[config.mk]
export PLATFORM = sky130hd
export DESIGN_NAME = hex_scan_ctrl_flat
export DESIGN_NICKNAME = d
export VERILOG_FILES = /design/src/rtl/hex_scan_ctrl_pkg.sv /design/src/rtl/hex_scan_ctrl_if.sv /design/src/rtl/hex_scan_ctrl_seg7_hex_lut.sv /design/src/rtl/hex_scan_ctrl.sv /design/src/flat_wrapper.sv
export SDC_FILE = /design/constraint.sdc
export NUM_CORES = 1
export LEC_CHECK = 0
export ABC_CLOCK_PERIOD_IN_PS = 3700
export BUFFER_PORTS_ARGS = -buffer_cell sky130_fd_sc_hd__buf_2
export CAP_MARGIN = 25
export CORE_ASPECT_RATIO = 1.2
export CORE_MARGIN = 2
export CORE_UTILIZATION = 59
export CTS_CLUSTER_DIAMETER = 150
export DETAILED_ROUTE_END_ITERATION = 12
export GPL_TIMING_DRIVEN = 0
export PLACE_DENSITY = 0.8
export SYNTH_ARGS = -nofsm -noshare
export SYNTH_HDL_FRONTEND = slang
export SYNTH_HIERARCHICAL = 1
export SYNTH_SLANG_ARGS = --single-unit
export TNS_END_PERCENT = 5
[constraint.sdc]
create_clock -name CLOCK_50 -period 3.7 [get_ports CLOCK_50]
set_clock_uncertainty 0.2 [all_clocks]
set_input_delay 0.555 -clock CLOCK_50 [delete_from_list [all_inputs] [get_ports CLOCK_50]]
set_output_delay 0.555 -clock CLOCK_50 [all_outputs]
set_load 0.01 [all_outputs]
[src/rtl/hex_scan_ctrl_pkg.sv]
// Shared types and constants for the multiplexed four-digit hex display scanner.
package hex_scan_ctrl_pkg;

  typedef enum logic [1:0] {
    ST_IDLE  = 2'd0,
    ST_DRIVE = 2'd1,
    ST_BLANK = 2'd2
  } state_t;

  localparam logic [6:0] SEG_BLANK = 7'h7F;
  localparam logic [3:0] DIG_OFF   = 4'hF;

  // Active-low segments, bit0=a .. bit6=g; entry n is the pattern for hex digit n.
  localparam logic [0:15][6:0] SEG_TABLE = {
    7'h40, 7'h79, 7'h24, 7'h30, 7'h19, 7'h12, 7'h02, 7'h78,
    7'h00, 7'h10, 7'h08, 7'h03, 7'h46, 7'h21, 7'h06, 7'h0E
  };

endpackage

[src/rtl/hex_scan_ctrl_if.sv]
// Load handshake and display pin bundle of the hex scanner.
interface hex_scan_ctrl_if;
  logic        ENABLE;
  logic        LOAD_VALID;
  logic [15:0] LOAD_VALUE;
  logic        LOAD_READY;
  logic [6:0]  HEX_SEG;
  logic [3:0]  DIG_EN;
  logic        FRAME_TICK;

  modport master (
    output ENABLE, LOAD_VALID, LOAD_VALUE,
    input  LOAD_READY, HEX_SEG, DIG_EN, FRAME_TICK
  );

  modport slave (
    input  ENABLE, LOAD_VALID, LOAD_VALUE,
    output LOAD_READY, HEX_SEG, DIG_EN, FRAME_TICK
  );
endinterface

[src/rtl/hex_scan_ctrl_seg7_hex_lut.sv]
// Combinational hex nibble to active-low seven-segment decode, shared by all digits.
module seg7_hex_lut
  import hex_scan_ctrl_pkg::*;
(
  input  logic [3:0] nib,
  output logic [6:0] seg
);

  assign seg = SEG_TABLE[nib];

endmodule

[src/rtl/hex_scan_ctrl.sv]
// Four-digit multiplexed hex display scanner with tear-free shadow loading.
// Optional build macro HEX_SCAN_LZ_BLANK_EN suppresses leading zero digits.
//
// state    | meaning
// ST_IDLE  | scanning stopped, pins blank, idx and prescaler held at 0
// ST_DRIVE | digit idx driven for CLK_DIV cycles
// ST_BLANK | all digits off for BLANK_CYC cycles before the next digit
module hex_scan_ctrl
  import hex_scan_ctrl_pkg::*;
#(
  parameter int CLK_DIV   = 50000,
  parameter int BLANK_CYC = 16
) (
  input  logic           CLOCK_50,
  input  logic           RST,
  hex_scan_ctrl_if.slave bus
);

  localparam int CNT_W = 20;
  localparam logic [CNT_W-1:0] DRIVE_LOAD = CNT_W'(CLK_DIV - 1);
  localparam logic [CNT_W-1:0] BLANK_LOAD = CNT_W'(BLANK_CYC - 1);

  state_t           state, state_nxt;
  logic [1:0]       idx, idx_nxt;
  logic [CNT_W-1:0] cnt, cnt_nxt;
  logic             wrap;

  logic [15:0] display, shadow;
  logic        pending;
  logic        accept;

  logic [3:0] cur_nib;
  logic [6:0] cur_seg;
  logic       hidden;

  logic [6:0] hex_seg_q;
  logic [3:0] dig_en_q;
  logic       frame_tick_q;

  always_ff @(posedge CLOCK_50 or posedge RST) begin
    if (RST) begin
      state <= ST_IDLE;
      idx   <= 2'd0;
      cnt   <= '0;
    end else begin
      state <= state_nxt;
      idx   <= idx_nxt;
      cnt   <= cnt_nxt;
    end
  end

  always_comb begin
    state_nxt = state;
    idx_nxt   = idx;
    cnt_nxt   = cnt;
    wrap      = 1'b0;
    case (state)
      ST_IDLE: begin
        idx_nxt = 2'd0;
        cnt_nxt = '0;
        if (bus.ENABLE) begin
          state_nxt = ST_DRIVE;
          cnt_nxt   = DRIVE_LOAD;
        end
      end
      ST_DRIVE: begin
        if (!bus.ENABLE) begin
          state_nxt = ST_IDLE;
          idx_nxt   = 2'd0;
          cnt_nxt   = '0;
        end else if (cnt == '0) begin
          state_nxt = ST_BLANK;
          cnt_nxt   = BLANK_LOAD;
        end else begin
          cnt_nxt = cnt - 1'b1;
        end
      end
      ST_BLANK: begin
        if (!bus.ENABLE) begin
          state_nxt = ST_IDLE;
          idx_nxt   = 2'd0;
          cnt_nxt   = '0;
        end else if (cnt == '0) begin
          state_nxt = ST_DRIVE;
          idx_nxt   = idx + 2'd1;
          cnt_nxt   = DRIVE_LOAD;
          wrap      = (idx == 2'd3);
        end else begin
          cnt_nxt = cnt - 1'b1;
        end
      end
      default: begin
        state_nxt = ST_IDLE;
        idx_nxt   = 2'd0;
        cnt_nxt   = '0;
      end
    endcase
  end

  // Acceptance needs pending=0 and the wrap copy needs pending=1, so they never collide.
  assign accept         = bus.LOAD_VALID & ~pending;
  assign bus.LOAD_READY = ~pending;

  assign cur_nib = display[{idx, 2'b00} +: 4];

  seg7_hex_lut u_lut (
    .nib (cur_nib),
    .seg (cur_seg)
  );

`ifdef HEX_SCAN_LZ_BLANK_EN
  logic lead3, lead2, lead1;
  assign lead3 = (display[15:12] == 4'h0);
  assign lead2 = lead3 & (display[11:8] == 4'h0);
  assign lead1 = lead2 & (display[7:4] == 4'h0);
  always_comb begin
    hidden = 1'b0;
    case (idx)
      2'd3:    hidden = lead3;
      2'd2:    hidden = lead2;
      2'd1:    hidden = lead1;
      default: hidden = 1'b0;
    endcase
  end
`else
  assign hidden = 1'b0;
`endif

  always_ff @(posedge CLOCK_50 or posedge RST) begin
    if (RST) begin
      display      <= 16'h0000;
      shadow       <= 16'h0000;
      pending      <= 1'b0;
      hex_seg_q    <= SEG_BLANK;
      dig_en_q     <= DIG_OFF;
      frame_tick_q <= 1'b0;
    end else begin
      if (accept) begin
        shadow  <= bus.LOAD_VALUE;
        pending <= 1'b1;
      end else if (wrap && pending) begin
        display <= shadow;
        pending <= 1'b0;
      end
      frame_tick_q <= wrap;
      if (state == ST_DRIVE && !hidden) begin
        dig_en_q  <= ~(4'b0001 << idx);
        hex_seg_q <= cur_seg;
      end else begin
        dig_en_q  <= DIG_OFF;
        hex_seg_q <= SEG_BLANK;
      end
    end
  end

  assign bus.HEX_SEG    = hex_seg_q;
  assign bus.DIG_EN     = dig_en_q;
  assign bus.FRAME_TICK = frame_tick_q;

endmodule

[src/flat_wrapper.sv]
// flat-port wrapper written by rule: the top's interface ports become plain ports
module hex_scan_ctrl_flat import hex_scan_ctrl_pkg::*;
#(
  parameter int CLK_DIV   = 50000,
  parameter int BLANK_CYC = 16
)
  (CLOCK_50, RST, bus_ENABLE, bus_LOAD_VALID, bus_LOAD_VALUE, bus_LOAD_READY, bus_HEX_SEG, bus_DIG_EN, bus_FRAME_TICK);
  hex_scan_ctrl_if bus_i ();
  input  logic CLOCK_50;
  input  logic RST;
  input wire logic [$bits(bus_i.ENABLE)-1:0] bus_ENABLE;
  input wire logic [$bits(bus_i.LOAD_VALID)-1:0] bus_LOAD_VALID;
  input wire logic [$bits(bus_i.LOAD_VALUE)-1:0] bus_LOAD_VALUE;
  output wire logic [$bits(bus_i.LOAD_READY)-1:0] bus_LOAD_READY;
  output wire logic [$bits(bus_i.HEX_SEG)-1:0] bus_HEX_SEG;
  output wire logic [$bits(bus_i.DIG_EN)-1:0] bus_DIG_EN;
  output wire logic [$bits(bus_i.FRAME_TICK)-1:0] bus_FRAME_TICK;
  assign bus_i.ENABLE = bus_ENABLE;
  assign bus_i.LOAD_VALID = bus_LOAD_VALID;
  assign bus_i.LOAD_VALUE = bus_LOAD_VALUE;
  assign bus_LOAD_READY = bus_i.LOAD_READY;
  assign bus_HEX_SEG = bus_i.HEX_SEG;
  assign bus_DIG_EN = bus_i.DIG_EN;
  assign bus_FRAME_TICK = bus_i.FRAME_TICK;
  hex_scan_ctrl #(.CLK_DIV(CLK_DIV), .BLANK_CYC(BLANK_CYC)) u_core (.CLOCK_50(CLOCK_50), .RST(RST), .bus(bus_i));
endmodule
== After elaboration in Yosys (flattened, before gate mapping) ==
Memory sizes are Yosys's and may differ from the RTL's.
Index checks and enable logic that the tools add are counted.

* Equality and inequality tests: 7
* Reductions and logical operators: 7
* Shifts and indexed selects: 2
* Add/subtract/negate cells: 2
* Bitwise logic cells: 5
* $lt $le $gt $ge: 1
* Muxes and demuxes: 25

{| class="wikitable"
|+ Operators by type and width
! cell !! count
|-
| 20-bit two-way mux || 4
|-
| 20-bit one-hot mux with 3 select lines || 1
|-
| 7-bit two-way mux || 3
|-
| 20-bit zero test || 1
|-
| 20-bit by 1-bit subtractor with 20-bit output, second input constant || 1
|-
| 16-bit two-way mux || 1
|-
| 2-bit two-way mux || 8
|-
| 16-bit by 5-bit variable part select with 4-bit output || 1
|-
| 3-bit by 2-bit != test with 1-bit output, second input constant || 2
|-
| 2-bit one-hot mux with 3 select lines || 1
|-
| 5-bit greater-or-equal comparator, second input constant || 1
|-
| 1-bit two-way mux || 5
|-
| 4-bit inverter with 5-bit output || 1
|-
| 2-bit equality test, second input constant || 2
|-
| 4-bit two-way mux || 1
|-
| 2-bit != test, second input constant || 2
|-
| 4-bit inverter || 1
|-
| 2-bit one-hot mux with 2 select lines || 1
|-
| 2-bit AND reduction || 2
|-
| 1-bit by 2-bit left shift with 4-bit output, first input constant || 1
|-
| 3-bit AND reduction || 1
|-
| 2-bit by 1-bit adder with 2-bit output, second input constant || 1
|-
| 2-bit by 1-bit equality test with 1-bit output, second input constant || 1
|-
| 2-bit zero test || 1
|-
| other kinds (4) || 5
|}

* Memory bits (read-only): 112
* Memories: 1
* Output and inout port bits: 13
* Register bits: 69
* Word-level logic and storage cells: 59

{| class="wikitable"
|+ Memories
! memory !! depth !! bits a word !! read ports !! clocked after memory_dff !! write ports !! RTL line !! source
|-
| (name not given) || 16 || 7 || 1 || 0 || 0 || hex_scan_ctrl_seg7_hex_lut.sv:9 || <nowiki>assign seg = SEG_TABLE[nib];</nowiki>
|}

== Depth between registers and ports, before layout ==
* Word-level depth: 7
* Mapped depth: 8

== By module ==
The synthesis kept the hierarchy.

{| class="wikitable"
|+ By module, submodules not included
! module !! cells each !! times used !! area each (um2) !! seq. area each (um2)
|-
| hex_scan_ctrl || 243 || 1 || 3,106.7 || 1,740.4
|-
| seg7_hex_lut || 32 || 1 || 275.3 || 0.0
|}

== Worst setup path before layout ==
Ideal clock, no wire load.

* Kind: reg-to-reg
* From: register u_core.idx[0]
* To: register u_core.hex_seg_q[3] (netlist: u_core/bus.HEX_SEG[3])
* Clock period less this slack: 2,603 ps
* Data required time: 3,412 ps
* Setup slack: 1,097 ps
* Path buffers: 1
* Arrival: 2,315 ps
* Cell stages (with the launch flop): 8
* Cell sequence: dfrtp_1 -> clkbuf_1 -> mux4_2 -> inv_1 -> ha_1 -> inv_1 -> mux4_1 -> or3_1

* Word-level cells in the longest chain between the ends: 6

{| class="wikitable"
|+ Ends and longest elaborated chain
! what !! RTL line !! source
|-
| from (decl) || hex_scan_ctrl.sv:24 || <nowiki>logic [1:0] idx, idx_nxt;</nowiki>
|-
| from (signal assigned) || hex_scan_ctrl.sv:47 || <nowiki>idx <= idx_nxt;</nowiki>
|-
| 16-bit by 5-bit variable part select with 4-bit output || hex_scan_ctrl.sv:104 || <nowiki>assign cur_nib = display[{idx, 2'b00} +: 4];</nowiki>
|-
| via u_core.cur_nib[0] || hex_scan_ctrl.sv:32 || <nowiki>logic [3:0] cur_nib;</nowiki>
|-
| 4-bit inverter with 5-bit output (implied by the code) || hex_scan_ctrl_seg7_hex_lut.sv:9 ||
|-
| memory read 16 x 7 bit || n/a ||
|-
| 7-bit two-way mux (implied by the code) (2 in series) || hex_scan_ctrl_seg7_hex_lut.sv:9 ||
|-
| via u_core.cur_seg[3] || hex_scan_ctrl.sv:33 || <nowiki>logic [6:0] cur_seg;</nowiki>
|-
| 7-bit two-way mux || hex_scan_ctrl.sv:146 || <nowiki>if (state == ST_DRIVE && !hidden) begin</nowiki>
|-
| to (signal assigned) || hex_scan_ctrl.sv:148 || <nowiki>hex_seg_q <= cur_seg;</nowiki>
|-
| to (decl) || hex_scan_ctrl.sv:36 || <nowiki>logic [6:0] hex_seg_q;</nowiki>
|}

The timed path passes the listed nets, and every way through them passes these cells. The select of a mux whose other input is x is not followed.
A chain may end at the register's enable or synchronous reset.

== Final worst setup path ==
Same ends and word-level chain as after synthesis.

==> flow_summary.toml <==
[power]
ir_drop_mv = 0.411
pwr-share-seq_pct = 50.2
switching_share_pct = 22.2
comb_power_share_pct = 8.9
internal-power_mw = 1.28
clock_power_share_pct = 40.9
leakage_nw = 1.79
power.density_nw_per_um2 = 426
p_switching_mw = 0.365
finalPower_mw = 1.65

[global_routing]
grt-ovfl-total = 0
antenna_found_initial = 0
grt_usage_pct = 21.0
grt_pass1_wl_microns = 9940
grt_max_degree = 36
grt_pass1_vias = 2110

[worst_setup_path]
worst-path-stages = 7
path_class = "register to register"
rr_startpoint = "u_core/idx[0]"
cp_slowest_stage_delay_ns = 0.67
r2r_end = "u_core/bus.HEX_SEG[3]"
crit_arrival_ns = 2.95
critPathSlowestCell = "mux4_2"
cp_max_fo = 7
path_delay_family = "multiplexers"
crit_path_end_kind = "register"
endpoint = "u_core/bus.HEX_SEG[3]"
crit_path_start_kind = "register"
crit_start = "u_core/idx[0]"
r2r_slack_ns = 0.80
path_cells = "clkbuf_1 > mux4_2 > inv_1 > ha_1 > inv_1 > mux4_1 > or3_1"
cp_common_cell = "inv_1"
cp_num_buf_inv = 3
required_ns = 3.75
reg2reg_depth = 7

[sta]
relSlewSlack_pct = 33.6
final.setup.tns_ns = 0
period_minus_slack_ns = 2.90
worst_pin_slew_ns = 0.987
hold_violations = 0
max_freq_mhz = 345
period_share_pct = 78.4
whs_ns = 0.139
setup_viol = 0
maxSlewViolCount = 0
rsz0062_at_grt = "false"

[logic_synthesis]
synth.top_cell.area_share_pct = 42.9
syn_area_sq_um = 3380
ys_warn_count = 6
ys_async_sr_fraction_pct = 100
synth_cells = 275
synth_seq_cells = 69
synth.area.top_cells = "dfrtp_1 43%, dfstp_2 8.5%, mux2_2 8.0%"
synth_edf_count = 0
yosys.area.top_type = "dfrtp_1"
ys_seq_area_share_pct = 51.5
avgSynthCellArea_sq_um = 12.3
synth-main-ff-cell = "dfrtp_1"
ys_types = 46
syn_nets = 308

[final_layout]
layout.nets = 352
regArea_sq_um = 1740
multi_input_area_sq_um = 1540
antennaDiodeCount = 0
areaGrowthSynthToFinish_pct = 14.4
n_fill_cell = 398
fin_cells = 388
fin_util_pct = 69.1
drive_above_1_share_pct = 33.3

[floorplan]
std_cell_rows = 30
io_pins = 33
die_w_microns = 73.1
die_h_microns = 86.9
dieArea_sq_um = 6360
core_sq_um = 5590
initial_utilization_pct = 60.5

[hold_path]
hp-class = "input pin to async pin"

[detailed_routing]
antenna_left = 0
first_pass_iters = 4
drc = 0
totalWireLength_microns = 5900
vias = 2198
drt_iter0_markers = 121
viasPerCell = 5.66
wl_per_cell_microns = 15.2

[placed_design]
port_buffers = 32
dp_hpwl_microns = 4380
dp.cells = 372
place_congestion = 0.828

[clock_tree]
cts_tree = "yes"
worstSkewPairLatency_ns = 0.34
cts.path.max_buffers = 2
post-cts-setup-buffer-count = 0
hold_buffers = 0
path_clk_slew_ns = 0.07
cts_resized = 0
tritoncts.num_buffers = 9
htree_num_levels = 3
cts_sinks = 69
cts_root_buf = "clkbuf_8"

[outcome]
status = "complete, no violations"

[job]
max_cap_viol_count = 0
==> synthesized netlist by cell type, types with 3 or more instances <==
cell       n
or3_1      8
nand2_1   12
mux2i_1    5
mux4_2     4
mux2_2    24
nor2b_1    3
o21a_1    11
buf_6      3
xor2_1     8
dfrtp_1   58
o21ai_0    6
mux2_4     9
xnor2_1    7
ha_1      13
inv_1     10
nand3_1    4
nor3_1     4
nor2_1    27
clkbuf_1   8
a21oi_1    9
dfstp_2   11
==> metal layers <==
| metal | vias up | global-route usage (%) | share of wire, % |
|---|---|---|---|
| met4 | 0 | 8.75 | 1.3 |
| li1 | 1063 | - | - |
| met1 | 1083 | 27.2 | 42 |
| met3 | 6 | 5.67 | 3.7 |
| met2 | 46 | 33.3 | 52 |
| met5 | - | 0 | 0 |
==> sequential cells by signal, indices dropped and copies added, names as in the netlist <==
| signal | cells |
|---|---|
| u_core/shadow | 16 |
| u_core/pending | 1 |
| u_core/cnt | 20 |
| u_core/display | 16 |
| u_core/idx | 2 |
| u_core/state | 2 |
| u_core/bus.HEX_SEG | 7 |
| u_core/bus.DIG_EN | 4 |
| u_core/bus.FRAME_TICK | 1 |
==> power groups by stage <==
| stage | combinational [mW] | clock [mW] | sequential (mW) |
|---|---|---|---|
| 2_1_floorplan | 0.107 | 0 | 0.834 |
| 3_3_place_gp | 0.141 | 0 | 0.837 |
| 3_5_place_dp | 0.148 | 0 | 0.839 |
| 4_1_cts | 0.149 | 0.697 | 0.825 |
| 5_1_grt | 0.167 | 0.726 | 0.830 |
| 6_report | 0.147 | 0.673 | 0.825 |
==> through the flow <==
step	cell area, sq um	worst slack (ns)
final	3870	0.799
after global routing	3870	0.636
after CTS	3870	0.796
after detailed placement	3640	0.823
after global placement	3620	0.453
after floorplan	3380	1.10
==> cell type report <==
cell class / count / share of cell area, %
multi-input combinational: 184 / 39.7
sequential: 69 / 45.0
timing repair buffer: 33 / 4.66
clock buffer: 12 / 4.01
inverter: 10 / 0.971
tap: 64 / 2.07
buffer: 12 / 1.78
clock inverter: 4 / 1.81
==> cells in the final DEF, fill, tap and decap left out, types with 2 or more instances in the layout <==
cell,count
nor4_1,2
nor2b_1,3
buf_2,33
ha_1,13
nand2_1,12
bufinv_16,2
inv_1,9
xor2_1,8
mux2_2,24
nor4b_1,2
o31ai_1,2
nand3_1,4
o21a_1,11
or4_1,2
mux4_2,4
nand4_1,2
clkbuf_8,11
nor2_1,27
buf_6,3
nor3_1,4
clkbuf_1,9
dfstp_2,11
or3_1,8
xnor2_1,7
mux2_4,9
a21oi_1,9
mux2i_1,5
a22o_1,2
dfrtp_1,58
o21ai_0,6
clkinv_2,2
==> worst min path at each step <==
stage	cells after the start	slack [ns]	to	start
after floorplan	1	0.27	u_core/pending	u_core/pending
after detailed placement	1	0.29	u_core/display[9]	u_core/display[9]
after CTS	2	0.14	u_core/display[0]	RST
after global placement	1	0.28	u_core/pending	u_core/pending
after global routing	2	0.19	u_core/display[0]	RST
final	2	0.14	u_core/display[0]	RST
==> kinds of logic (layout without fill, tap and decap cells) <==
logic type,count (synthesis),in the layout,share of synthesized area [%]
adders and majority gates,13,13,4.81
xor gates and xnor gates,15,15,3.88
AOI/OAI and AO/OA,35,35,6.96
buffers and inverters,22,71,3.14
DFF,69,69,51.5
muxes,43,43,16.9
and+or+nand+nor,78,78,12.8
No activity file was read; power rests on OpenSTA's default activity.
